===== config.mk =====
export PLATFORM = sky130hd
export DESIGN_NAME = srio_type9_chan_demux
export DESIGN_NICKNAME = d
export VERILOG_FILES = /design/src/rtl/srio_type9_chan_demux.sv
export SDC_FILE = /design/constraint.sdc
export NUM_CORES = 1
export LEC_CHECK = 0
export BUFFER_PORTS_ARGS = -buffer_cell sky130_fd_sc_hd__buf_2
export CORE_ASPECT_RATIO = 1.25
export CORE_MARGIN = 2
export CORE_UTILIZATION = 27
export DETAILED_ROUTE_END_ITERATION = 8
export SYNTH_ARGS = -nofsm -noshare
export SYNTH_HDL_FRONTEND = slang
export SYNTH_SLANG_ARGS = --single-unit

===== constraint.sdc =====
create_clock -name AXIS_ACLK -period 3 [get_ports AXIS_ACLK]
set_input_delay 0.6 -clock AXIS_ACLK [delete_from_list [all_inputs] [get_ports AXIS_ACLK]]
set_output_delay 0.6 -clock AXIS_ACLK [all_outputs]
set_load 0.01 [all_outputs]

===== src/rtl/srio_type9_chan_demux.sv =====
// ---------------------------------------------------------------------------
// srio_type9_chan_demux
//
// Strips SRIO Ftype 9 (data streaming) segment headers from a 64-bit AXIS
// stream and forwards the payload tagged with a per-channel TDEST. PDU
// segmentation (start/end) is tracked independently for every channel, so
// channels may interleave at segment granularity. Segments that are out of
// range, or that continue a PDU that was never started, are dropped and
// counted. A start arriving while the channel is already mid-PDU is counted
// as a sequence error and restarts the PDU.
//
// Header beat layout: tdata[63] = S (PDU start), tdata[62] = E (PDU end),
// tdata[15:0] = streamID.
//
// Ports
//   AXIS_ACLK      clock
//   AXIS_ARESET    synchronous active-high reset
//   S_AXIS_*       input segments (first beat of each segment is the header)
//   M_AXIS_*       payload (plus first-segment header when KEEP_HDR=1),
//                  TDEST = streamID - STREAMID_BASE
//   DROP_CNT       saturating count of dropped segments
//   SEQ_ERR_CNT    saturating count of S=1 received on an already open PDU
// ---------------------------------------------------------------------------
module srio_type9_chan_demux #(
  parameter int          NUM_CHAN      = 4,
  parameter int          CHAN_W        = 2,
  parameter logic [15:0] STREAMID_BASE = 16'h0000,
  parameter bit          KEEP_HDR      = 1'b1,
  parameter bit          TLAST_ON_SEG  = 1'b0,
  parameter int          TUSER_W       = 32
) (
  input  logic               AXIS_ACLK,
  input  logic               AXIS_ARESET,
  input  logic [63:0]        S_AXIS_TDATA,
  input  logic [TUSER_W-1:0] S_AXIS_TUSER,
  input  logic               S_AXIS_TLAST,
  input  logic               S_AXIS_TVALID,
  output logic               S_AXIS_TREADY,
  output logic [63:0]        M_AXIS_TDATA,
  output logic [TUSER_W-1:0] M_AXIS_TUSER,
  output logic [CHAN_W-1:0]  M_AXIS_TDEST,
  output logic               M_AXIS_TLAST,
  output logic               M_AXIS_TVALID,
  input  logic               M_AXIS_TREADY,
  output logic [15:0]        DROP_CNT,
  output logic [15:0]        SEQ_ERR_CNT
);

  typedef enum logic [1:0] {
    ST_HDR  = 2'd0,
    ST_SEND = 2'd1,
    ST_DROP = 2'd2
  } state_t;

  state_t               state_q, state_d;
  logic                 hold_valid_q, hold_valid_d;
  logic [63:0]          hold_data_q, hold_data_d;
  logic [TUSER_W-1:0]   hold_user_q, hold_user_d;
  logic                 hold_last_q, hold_last_d;
  logic [NUM_CHAN-1:0]  in_pdu_q, in_pdu_d;
  logic [CHAN_W-1:0]    tdest_q, tdest_d;
  logic                 eseg_q, eseg_d;
  logic [15:0]          drop_cnt_q, drop_cnt_d;
  logic [15:0]          seq_err_cnt_q, seq_err_cnt_d;

  logic                 hdr_s, hdr_e;
  logic [15:0]          hdr_sid;
  logic [16:0]          sid_off;
  logic                 hdr_in_range;
  logic                 hdr_open;
  logic                 hdr_valid;
  logic [CHAN_W-1:0]    hdr_ch;

  logic                 fwd;
  logic                 out_last;
  logic [CHAN_W-1:0]    out_dest;
  logic                 consume;
  logic                 load;
  logic                 s_ready;

  // Header decode of whatever sits in the holding register. Only meaningful
  // while the FSM is in ST_HDR. The offset is computed one bit wider so a
  // streamID below the base cannot wrap into the valid channel range.
  always_comb begin
    hdr_s        = hold_data_q[63];
    hdr_e        = hold_data_q[62];
    hdr_sid      = hold_data_q[15:0];
    sid_off      = {1'b0, hdr_sid} - {1'b0, STREAMID_BASE};
    hdr_in_range = (hdr_sid >= STREAMID_BASE) && (sid_off < 17'(NUM_CHAN));
    hdr_ch       = sid_off[CHAN_W-1:0];
    hdr_open     = 1'b0;
    for (int i = 0; i < NUM_CHAN; i++) begin
      if (sid_off == 17'(i)) begin
        hdr_open = in_pdu_q[i];
      end
    end
    // A continuation segment is only legal on a channel with an open PDU.
    hdr_valid = hdr_in_range && (hdr_s || hdr_open);
  end

  // Output path: decide whether the held beat is forwarded or silently
  // discarded. Discarded beats are consumed without waiting for M_TREADY so
  // dropped segments never stall the input.
  always_comb begin
    fwd      = 1'b0;
    out_last = 1'b0;
    out_dest = tdest_q;
    unique case (state_q)
      ST_HDR: begin
        if (hold_valid_q) begin
          out_dest = hdr_ch;
        end
        if (hdr_valid) begin
          fwd      = hdr_s & KEEP_HDR;
          out_last = hold_last_q & (hdr_e | TLAST_ON_SEG);
        end
      end
      ST_SEND: begin
        fwd      = 1'b1;
        out_last = hold_last_q & (eseg_q | TLAST_ON_SEG);
      end
      ST_DROP: begin
        fwd = 1'b0;
      end
      default: begin
        fwd = 1'b0;
      end
    endcase
    consume = hold_valid_q & (~fwd | M_AXIS_TREADY);
    s_ready = ~hold_valid_q | consume;
    load    = S_AXIS_TVALID & s_ready;
  end

  // Next-state logic. All segment bookkeeping happens on the cycle the held
  // beat is consumed, so a forwarded header waiting on backpressure does not
  // update channel state or counters twice.
  always_comb begin
    state_d       = state_q;
    in_pdu_d      = in_pdu_q;
    tdest_d       = tdest_q;
    eseg_d        = eseg_q;
    drop_cnt_d    = drop_cnt_q;
    seq_err_cnt_d = seq_err_cnt_q;

    hold_valid_d = load | (hold_valid_q & ~consume);
    hold_data_d  = hold_data_q;
    hold_user_d  = hold_user_q;
    hold_last_d  = hold_last_q;
    if (load) begin
      hold_data_d = S_AXIS_TDATA;
      hold_user_d = S_AXIS_TUSER;
      hold_last_d = S_AXIS_TLAST;
    end

    if (consume) begin
      unique case (state_q)
        ST_HDR: begin
          if (hdr_valid) begin
            for (int i = 0; i < NUM_CHAN; i++) begin
              if (sid_off == 17'(i)) begin
                in_pdu_d[i] = ~hdr_e;
              end
            end
            tdest_d = hdr_ch;
            eseg_d  = hdr_e;
            if (hdr_s && hdr_open && (seq_err_cnt_q != 16'hFFFF)) begin
              seq_err_cnt_d = seq_err_cnt_q + 16'd1;
            end
            state_d = hold_last_q ? ST_HDR : ST_SEND;
          end else begin
            if (drop_cnt_q != 16'hFFFF) begin
              drop_cnt_d = drop_cnt_q + 16'd1;
            end
            state_d = hold_last_q ? ST_HDR : ST_DROP;
          end
        end
        ST_SEND, ST_DROP: begin
          if (hold_last_q) begin
            state_d = ST_HDR;
          end
        end
        default: begin
          state_d = ST_HDR;
        end
      endcase
    end
  end

  always_ff @(posedge AXIS_ACLK) begin
    if (AXIS_ARESET) begin
      state_q       <= ST_HDR;
      hold_valid_q  <= 1'b0;
      hold_data_q   <= '0;
      hold_user_q   <= '0;
      hold_last_q   <= 1'b0;
      in_pdu_q      <= '0;
      tdest_q       <= '0;
      eseg_q        <= 1'b0;
      drop_cnt_q    <= '0;
      seq_err_cnt_q <= '0;
    end else begin
      state_q       <= state_d;
      hold_valid_q  <= hold_valid_d;
      hold_data_q   <= hold_data_d;
      hold_user_q   <= hold_user_d;
      hold_last_q   <= hold_last_d;
      in_pdu_q      <= in_pdu_d;
      tdest_q       <= tdest_d;
      eseg_q        <= eseg_d;
      drop_cnt_q    <= drop_cnt_d;
      seq_err_cnt_q <= seq_err_cnt_d;
    end
  end

  assign S_AXIS_TREADY = s_ready;
  assign M_AXIS_TDATA  = hold_data_q;
  assign M_AXIS_TUSER  = hold_user_q;
  assign M_AXIS_TDEST  = out_dest;
  assign M_AXIS_TVALID = hold_valid_q & fwd;
  assign M_AXIS_TLAST  = hold_valid_q & fwd & out_last;
  assign DROP_CNT      = drop_cnt_q;
  assign SEQ_ERR_CNT   = seq_err_cnt_q;

endmodule


==> results of run 1 <==
## layout make-up
type	count	area share
clock buffers	22	0.0599
clock inverters	10	0.0120
inverters	10	0.00484
multi-input cells	506	0.353
flip-flops and latches	139	0.359
well taps	274	0.0443
repair buffers	245	0.167
## synth_stat cells (all sizes together), types with 11 or more instances
cell type / number
dfxtp: 139
buf: 12
nand2: 209
mux2i: 11
or4: 13
clkbuf: 31
nor2: 33
a21oi: 118
mux2: 11
o31ai: 13
nor2b: 11
## kinds of logic after synthesis
group           after synthesis
simple gates                329
mux                          22
xor+xnor                      3
fa+ha+maj                     4
compound gates              148
flops                       139
buf+inv                      53
## cell usage in the layout (no fill, tap or decap), types with 4 or more instances in the layout
master	instances
nand2_1	209
mux2_2	9
inv_1	10
clkinvlp_4	4
mux2i_1	11
buf_4	10
nand2b_1	10
nor2b_1	11
buf_2	232
or4_1	13
nand4_1	7
a21oi_1	118
o31ai_1	13
ha_1	4
or3_1	4
nand3_1	10
nor4_1	6
nor2_1	32
dfxtp_1	139
clkbuf_16	17
## stage by stage
| stage | cells | total power [W] | hold WS, ps | setup WS, ps | utilization |
|---|---|---|---|---|---|
| 2_1_floorplan | 698 | 0.00230 | 440 | 559 | - |
| 3_3_place_gp | 1174 | 0.00251 | 434 | 666 | 0.345 |
| 3_5_place_dp | 1174 | 0.00252 | 441 | 639 | 0.345 |
| 4_1_cts | 1206 | 0.00455 | 399 | 180 | 0.372 |
| 5_1_grt | 1206 | 0.00468 | 404 | 114 | 0.372 |
| 6_report | 1206 | 0.00446 | 426 | 228 | 0.372 |
## per-layer routing
layer,up-vias,routed length [µm],track usage
met2,153,7820,0.237
met4,0,448,0.0586
li1,2815,-,-
met3,30,987,0.0420
met5,-,0,0
met1,2522,6950,0.176
## state kept, by name (all words and copies together) (netlist names)
register      count
in_pdu_q          4
SEQ_ERR_CNT      16
hold_valid_q      1
state_q           2
M_AXIS_TUSER     32
eseg_q            1
hold_last_q       1
M_AXIS_TDATA     64
DROP_CNT         16
tdest_q           2
## final timing paths
kind	cells past startpoint	start	slack, ps	endpoint
setup / recovery	7	state_q[0]$_SDFFE_PP0P_	230	S_AXIS_TREADY
hold / removal	3	S_AXIS_TDATA[7]	430	M_AXIS_TDATA[7]$_SDFFE_PP0P_
setup reg to reg	6	M_AXIS_TDATA[1]$_SDFFE_PP0P_	720	DROP_CNT[13]$_SDFFE_PP0P_
hold reg to reg	2	M_AXIS_TUSER[3]$_SDFFE_PP0P_	450	M_AXIS_TUSER[3]$_SDFFE_PP0P_
## where the power goes
| group | total [W] | leakage, nW | internal [W] | switching (W) |
|---|---|---|---|---|
| Clock | 0.00200 | 0.263 | 0.00118 | 0.000812 |
| Combinational | 0.000471 | 2.06 | 0.000203 | 0.000268 |
| Sequential | 0.00200 | 1.14 | 0.00194 | 0.0000586 |
## critical path, delay by kind of cell (launching register included)
family / cells / cell delay [ps]
buf+inv: 2 / 170
fa+ha+maj: 1 / 230
compound gates: 1 / 330
flops: 1 / 350
simple gates: 3 / 680
==> results.sh, run 1 <==
export IMPL_start_util=0.275
export IMPL_finalMaxSlewViolations=0
export IMPL_post_cts_repair_setup_buffers=0
export IMPL_synth_area_mm2=0.00573
export IMPL_syn_nets=803
export IMPL_leakage_nw=3.46
export IMPL_setup_viol=0
export IMPL_cp_arrival_ps=2170
export IMPL_rsz0062_at_grt="false"
export IMPL_grt_overflow_total=0
export IMPL_clock_path_buffers=2
export IMPL_yosys_area_share_simple=0.276
export IMPL_dr_pass1_iters=4
export IMPL_clock_sinks=139
export IMPL_skew_ps=9.04
export IMPL_numCtsBuffers=17
export IMPL_synth_top_family_by_area="simple AND/OR/NAND/NOR gates"
export IMPL_drt_total_wl_um=16200
export IMPL_fillers=2235
export IMPL_clkLatencyLatePin_ps=410
export IMPL_grt_max_degree=76
export IMPL_seq_area_mm2=0.00278
export IMPL_dp_hpwl_um=11400
export IMPL_ctsHtreeMaxLevel=4
export IMPL_worstSetupStartpointType="flop"
export IMPL_post_route_drc_count=0
export IMPL_core_area_mm2=0.0208
export IMPL_die_w_um=134
export IMPL_ant_nets=0
export IMPL_yosysSeqAreaShare=0.485
export IMPL_ir_drop_mv=0.388
export IMPL_cp_slowest_stage_delay_ps=350
export IMPL_synthArstFlopShare=0
export IMPL_multi_input_area_mm2=0.00273
export IMPL_cts_tree="built"
export IMPL_hold_path_class="in2reg"
export IMPL_worst_slew_pin_slew_ps=799
export IMPL_syn_inst=698
export IMPL_fin_crit_ps=2770
export IMPL_placed_area_mm2=0.00719
export IMPL_ys_seq_elements=139
export IMPL_place_gp_congestion=0.819
export IMPL_drtIter0Drc=241
export IMPL_synth_area_mux_share=0.0408
export IMPL_num_vias=5520
export IMPL_grt_use_total=0.144
export IMPL_syn_to_final_growth_pct=35.1
export IMPL_io_buffer_count=233
export IMPL_slew_headroom=0.467
export IMPL_crit_path_end_kind="output pin"
export IMPL_die_area_mm2=0.0224
export IMPL_post_route_period_util=0.924
export IMPL_io_pins=234
export IMPL_synth_compound_area_frac=0.145
export IMPL_crit_chain="inv_1 -> ha_1 -> and4bb_2 -> and4_1 -> o21ai_0 -> or2_2 -> buf_2"
export IMPL_avgViaCountPerCell=4.58
export IMPL_grt_pass1_wl_um=26300
export IMPL_synth_top_flop_cell="dfxtp_1"
export IMPL_ys_warn_count=0
export IMPL_syn_avg_cell_area_um2=8.22
export IMPL_cap_violations=0
export IMPL_antenna_cells=0
export IMPL_yosys_top_cells_area="dfxtp_1 49%, nand2_1 14%, a21oi_1 10%"
export IMPL_root_buffer="clkbuf_16"
export IMPL_fp_dieH_um=167
export IMPL_crit_slowest_cell="dfxtp_1"
export IMPL_ys_types=50
export IMPL_power_density_mw_per_mm2=576
export IMPL_cts_resized=0
export IMPL_synth_edf_count=0
export IMPL_synthAdderAreaFrac=0.00873
export IMPL_worstSetupPathType="reg2out"
export IMPL_tns_ps=0
export IMPL_synth_xor_area_share=0.00458
export IMPL_nets=1024
export IMPL_placementRows=59
export IMPL_wl_per_cell_um=13.4
export IMPL_yosysTopAreaCellShare=0.485
export IMPL_yosys_area_top_type="dfxtp_1"
export IMPL_status="finished, final reports clean"
export IMPL_fmax_mhz=361
export IMPL_required_ps=2400
export IMPL_finalHoldViolations=0
export IMPL_antenna_found_initial=0
export IMPL_cp_max_fo=3
export IMPL_ctsHoldBuffers=0
export IMPL_layout_drive_gt1_share=0.328
export IMPL_clk_pin_slew_ps=60
export IMPL_first_global_vias=5224
export IMPL_final_cell_area_mm2=0.00775
Note: power is estimated with default switching activity, not from simulation.
==> inputs of run 2 (changes only) <==
--- a/config.mk
+++ b/config.mk
@@ -7,9 +7,10 @@
 export LEC_CHECK = 0
 export BUFFER_PORTS_ARGS = -buffer_cell sky130_fd_sc_hd__buf_2
 export CORE_ASPECT_RATIO = 1.25
-export CORE_MARGIN = 2
+export CORE_MARGIN = 1
 export CORE_UTILIZATION = 27
 export DETAILED_ROUTE_END_ITERATION = 8
+export SKIP_LAST_GASP = 1
 export SYNTH_ARGS = -nofsm -noshare
 export SYNTH_HDL_FRONTEND = slang
 export SYNTH_SLANG_ARGS = --single-unit
==> results.sh, run 2 (synthesis results as in run 1) <==
export IMPL_ant_nets=0
export IMPL_whs_endpoint="M_AXIS_TUSER[7]$_SDFFE_PP0P_"
export IMPL_cp_slowest_stage_delay_ps=360
export IMPL_nets=1025
export IMPL_die_area_mm2=0.0218
export IMPL_antenna_found_initial=0
export IMPL_crit_chain="inv_1 -> ha_1 -> and4bb_2 -> and4_1 -> o21ai_0 -> or2_2 -> buf_2"
export IMPL_leakage_nw=3.51
export IMPL_num_vias=5513
export IMPL_clock_path_buffers=2
export IMPL_slew_headroom=0.601
export IMPL_first_global_vias=5063
export IMPL_required_ps=2400
export IMPL_fmax_mhz=356
export IMPL_power_density_mw_per_mm2=602
export IMPL_grt_use_total=0.148
export IMPL_wl_met2_um=7870
export IMPL_cts_resized=0
export IMPL_cp_max_fo=3
export IMPL_dp_worst_setup_slack_ps=604
export IMPL_ff2ff_path_depth=6
export IMPL_finalHoldViolations=0
export IMPL_post_route_period_util=0.936
export IMPL_skew_ps=7.55
export IMPL_power_frac_seq=0.424
export IMPL_grt_overflow_total=0
export IMPL_dp_hpwl_um=11500
export IMPL_min_delay_start="S_AXIS_TUSER[7]"
export IMPL_reg2reg_slack_ps=820
export IMPL_worstSetupStartpointType="flop"
export IMPL_finalMaxSlewViolations=0
export IMPL_layout_drive_gt1_share=0.332
export IMPL_rsz0062_at_grt="false"
export IMPL_grt_max_degree=89
export IMPL_ctsHoldBuffers=0
export IMPL_wl_per_cell_um=13.6
export IMPL_worst_slew_pin_slew_ps=594
export IMPL_drt_total_wl_um=16400
export IMPL_tns_ps=0
export IMPL_largest_reg_flops=64
export IMPL_r2r_end="DROP_CNT[13]$_SDFFE_PP0P_"
export IMPL_crit_path_end_kind="output pin"
export IMPL_clkLatencyLatePin_ps=410
export IMPL_core_area_mm2=0.0208
export IMPL_fillers=2232
export IMPL_cap_violations=0
export IMPL_clockPowerShare=0.476
export IMPL_fp_dieH_um=165
export IMPL_avgViaCountPerCell=4.57
export IMPL_ctsHtreeMaxLevel=4
export IMPL_setup_viol=0
export IMPL_crit_slowest_cell="dfxtp_1"
export IMPL_hold_path_depth=3
export IMPL_die_w_um=132
export IMPL_antenna_cells=0
export IMPL_io_pins=234
export IMPL_swShare=0.252
export IMPL_hold_path_class="in2reg"
export IMPL_wl_met3_um=826
export IMPL_io_buffer_count=233
export IMPL_p_comb_frac=0.101
export IMPL_dr_pass1_iters=4
export IMPL_wl_met1_um=7490
export IMPL_clock_sinks=139
export IMPL_start_util=0.275
export IMPL_p_int_w=0.00352
export IMPL_finalWorstSetupSlack_ps=193
export IMPL_layout_common_cells="232 x buf_2, 209 x nand2_1, 139 x dfxtp_1, 118 x a21oi_1, 32 x nor2_1"
export IMPL_post_route_drc_count=0
export IMPL_reg2reg_from="M_AXIS_TDATA[1]$_SDFFE_PP0P_"
export IMPL_status="finished, final reports clean"
export IMPL_highest_layer="met4"
export IMPL_numCtsBuffers=17
export IMPL_placementRows=59
export IMPL_worstSetupPathType="reg2out"
export IMPL_root_buffer="clkbuf_16"
export IMPL_ir_drop_mv=0.359
export IMPL_fin_crit_ps=2810
export IMPL_grt_pass1_wl_um=25700
export IMPL_cts_tree="built"
export IMPL_syn_to_final_growth_pct=36.4
export IMPL_power_switching_w=0.00119
export IMPL_post_cts_repair_setup_buffers=0
export IMPL_cp_arrival_ps=2210
export IMPL_drtIter0Drc=201
export IMPL_clk_pin_slew_ps=60
export IMPL_place_gp_congestion=0.774
export IMPL_layout_cells_most_common="buf_2"
run 2: cell types whose count changed in the layout (fill, tap and decap cells not counted), sizes merged:
cell,before,now
clkinvlp,4,2
buf,245,246
clkbuf,22,20
bufinv,1,3
inv,11,13
run 2: layout make-up:
class	count	area, µm²	share of cell area
clock buffer	20	467	0.0597
clock inverter	12	159	0.0203
inverter	10	37.5	0.00480
multi-input combinational	506	2730	0.349
sequential	139	2780	0.356
tap	274	343	0.0438
timing repair buffer	246	1300	0.167
run 2: critical path, delay by kind of cell, from the launching register on:
kind	cells	cell delay, ps
flops	1	360
compound gates	1	360
simple gates	3	680
buf+inv	2	180
fa+ha+maj	1	220
run 2: power by group through the flow:
stage | clock network [W] | logic (W) | registers [W]
5_1_grt | 0.00240 | 0.000526 | 0.00201
3_3_place_gp | 0 | 0.000476 | 0.00203
4_1_cts | 0.00232 | 0.000481 | 0.00200
2_1_floorplan | 0 | 0.000222 | 0.00207
3_5_place_dp | 0 | 0.000480 | 0.00204
6_report | 0.00224 | 0.000474 | 0.00200
run 2: worst max-delay path by stage:
stage	from	endpoint	cells past startpoint
2_1_floorplan	M_AXIS_TDATA[11]$_SDFFE_PP0P_	M_AXIS_TLAST	6
3_3_place_gp	state_q[0]$_SDFFE_PP0P_	S_AXIS_TREADY	7
3_5_place_dp	state_q[0]$_SDFFE_PP0P_	S_AXIS_TREADY	7
4_1_cts	state_q[0]$_SDFFE_PP0P_	S_AXIS_TREADY	7
5_1_grt	state_q[0]$_SDFFE_PP0P_	S_AXIS_TREADY	7
6_report	state_q[0]$_SDFFE_PP0P_	S_AXIS_TREADY	7
run 2: per-stage QoR:
stage           util  cell area [µm²]  instances  power (W)  hold slack [ps]
4_1_cts        0.376             7820       1207    0.00479              399
2_1_floorplan      -             5730        698    0.00230              440
3_3_place_gp   0.346             7200       1175    0.00251              435
3_5_place_dp   0.346             7200       1175    0.00252              441
5_1_grt        0.376             7820       1207    0.00493              401
6_report       0.376             7820       1207    0.00471              422
run 2: layer usage:
| metal | global-route usage | vias to the layer above |
|---|---|---|
| li1 | - | 2824 |
| met2 | 0.246 | 151 |
| met3 | 0.0439 | 13 |
| met5 | 0 | - |
| met1 | 0.180 | 2525 |
| met4 | 0.0512 | 0 |
==> inputs of run 3 (changes only) <==
--- a/config.mk
+++ b/config.mk
@@ -8,9 +8,11 @@
 export BUFFER_PORTS_ARGS = -buffer_cell sky130_fd_sc_hd__buf_2
 export CORE_ASPECT_RATIO = 1.25
 export CORE_MARGIN = 1
-export CORE_UTILIZATION = 27
+export CORE_UTILIZATION = 52
 export DETAILED_ROUTE_END_ITERATION = 8
+export PLACE_DENSITY = 0.85
 export SKIP_LAST_GASP = 1
+export SLEW_MARGIN = 20
 export SYNTH_ARGS = -nofsm -noshare
 export SYNTH_HDL_FRONTEND = slang
 export SYNTH_SLANG_ARGS = --single-unit
==> results.sh, run 3 (synthesis results as in run 1) <==
export IMPL_largest_reg_flops=64
export IMPL_start_util=0.538
export IMPL_ir_drop_mv=0.420
export IMPL_dp_hpwl_um=10300
export IMPL_tns_ps=0
export IMPL_placementRows=42
export IMPL_grt_pass1_wl_um=23500
export IMPL_hold_path_class="in2reg"
export IMPL_numCtsBuffers=17
export IMPL_cp_slowest_stage_delay_ps=400
export IMPL_io_pins=234
export IMPL_layout_cells_most_common="buf_2"
export IMPL_die_area_mm2=0.0115
export IMPL_placed_cells=1028
export IMPL_avgViaCountPerCell=5.31
export IMPL_cp_num_buf_inv=1
export IMPL_grt_overflow_total=0
export IMPL_post_route_drc_count=0
export IMPL_ctsHoldBuffers=0
export IMPL_worst_slew_pin_slew_ps=712
export IMPL_wl_per_cell_um=13.9
export IMPL_syn_to_final_growth_pct=32.1
export IMPL_fin_crit_ps=2720
export IMPL_layout_drive_gt1_share=0.328
export IMPL_required_ps=2400
export IMPL_grt_use_total=0.264
export IMPL_crit_chain="nor4_4 -> nand4_1 -> nor2_2 -> a32oi_1 -> nor3_1 -> buf_2"
export IMPL_fillers=884
export IMPL_drt_total_wl_um=14700
export IMPL_antenna_found_initial=0
export IMPL_cp_arrival_ps=2120
export IMPL_grt_max_degree=98
export IMPL_status="finished, final reports clean"
export IMPL_path_delay_family="simple AND/OR/NAND/NOR gates"
export IMPL_cp_max_fo=4
export IMPL_fmax_mhz=367
export IMPL_core_area_mm2=0.0107
export IMPL_slew_headroom=0.525
export IMPL_clock_sinks=139
export IMPL_crit_slowest_cell="nor4_4"
export IMPL_dp_worst_setup_slack_ps=693
export IMPL_nets=1020
export IMPL_reg2reg_from="M_AXIS_TDATA[1]$_SDFFE_PP0P_"
export IMPL_first_global_vias=5249
export IMPL_antenna_cells=0
export IMPL_dr_pass1_iters=4
export IMPL_worstSetupPathType="reg2out"
export IMPL_setup_viol=0
export IMPL_cts_tree="built"
export IMPL_clock_path_buffers=2
export IMPL_ctsHtreeMaxLevel=4
export IMPL_seq_area_mm2=0.00278
export IMPL_startpoint="M_AXIS_TDATA[11]$_SDFFE_PP0P_"
export IMPL_io_buffer_count=233
export IMPL_leakage_nw=3.46
export IMPL_finalWorstSetupSlack_ps=276
export IMPL_finalMaxSlewViolations=0
export IMPL_drtIter0Drc=228
export IMPL_skew_ps=10.1
export IMPL_layout_common_cells="232 x buf_2, 209 x nand2_1, 139 x dfxtp_1, 118 x a21oi_1, 32 x nor2_1"
export IMPL_power_density_mw_per_mm2=604
export IMPL_fp_dieH_um=119
export IMPL_root_buffer="clkbuf_16"
export IMPL_num_vias=5620
export IMPL_worstSetupStartpointType="flop"
export IMPL_post_cts_repair_setup_buffers=0
export IMPL_post_route_period_util=0.908
export IMPL_multi_input_area_mm2=0.00273
export IMPL_clkLatencyLatePin_ps=410
export IMPL_crit_path_end_kind="output pin"
export IMPL_rsz0062_at_grt="false"
export IMPL_ant_nets=0
export IMPL_min_delay_start="S_AXIS_TDATA[27]"
export IMPL_place_gp_congestion=0.884
export IMPL_cap_violations=0
export IMPL_clk_pin_slew_ps=60
export IMPL_cts_resized=0
export IMPL_finalNonFillerCells=1059
export IMPL_die_w_um=95.9
export IMPL_finalHoldViolations=0
## run 3: final timing paths
kind	to	slack, ps	cells after the start
max	M_AXIS_TLAST	280	6
min	M_AXIS_TDATA[27]$_SDFFE_PP0P_	430	3
max reg2reg	DROP_CNT[15]$_SDFFE_PP0P_	740	6
min reg2reg	M_AXIS_TDATA[58]$_SDFFE_PP0P_	440	2
## run 3: routing by layer
| metal | vias up | GRT usage | part of all wire |
|---|---|---|---|
| li1 | 2812 | - | - |
| met1 | 2594 | 0.285 | 0.40 |
| met2 | 191 | 0.448 | 0.50 |
| met3 | 23 | 0.104 | 0.083 |
| met4 | 0 | 0.114 | 0.019 |
| met5 | - | 0 | 0 |
## run 3: where the power goes
part / internal, W / switching [W] / total [W] / leakage, nW
clock: 0.00133 / 0.000783 / 0.00211 / 0.289
sequential: 0.00194 / 0.0000603 / 0.00200 / 1.14
combinational: 0.000198 / 0.000267 / 0.000465 / 2.03
## run 3: layout make-up
type | instances | share of cell area
Clock inverter | 13 | 0.0220
Timing Repair Buffer | 241 | 0.165
Sequential cell | 139 | 0.367
Tap cell | 132 | 0.0218
Inverter | 10 | 0.00495
Multi-Input combinational cell | 506 | 0.361
Clock buffer | 18 | 0.0580
## run 3: per-stage QoR
step                hold WS, ps  cell area (µm²)  power (W)   util
finish                      429             7580    0.00458  0.710
global route                406             7580    0.00477  0.710
CTS                         408             7580    0.00462  0.710
detailed placement          440             6970    0.00250  0.653
global placement            434             6970    0.00249  0.653
floorplan                   440             5730    0.00230      -
## run 3: worst register-to-register path, delay by kind of cell (launching register included)
kind,cells,cell delay [ps]
DFF,1,510
buffers and inverters,1,200
muxes,2,670
and+or+nand+nor,2,490
AOI/OAI and AO/OA,1,280
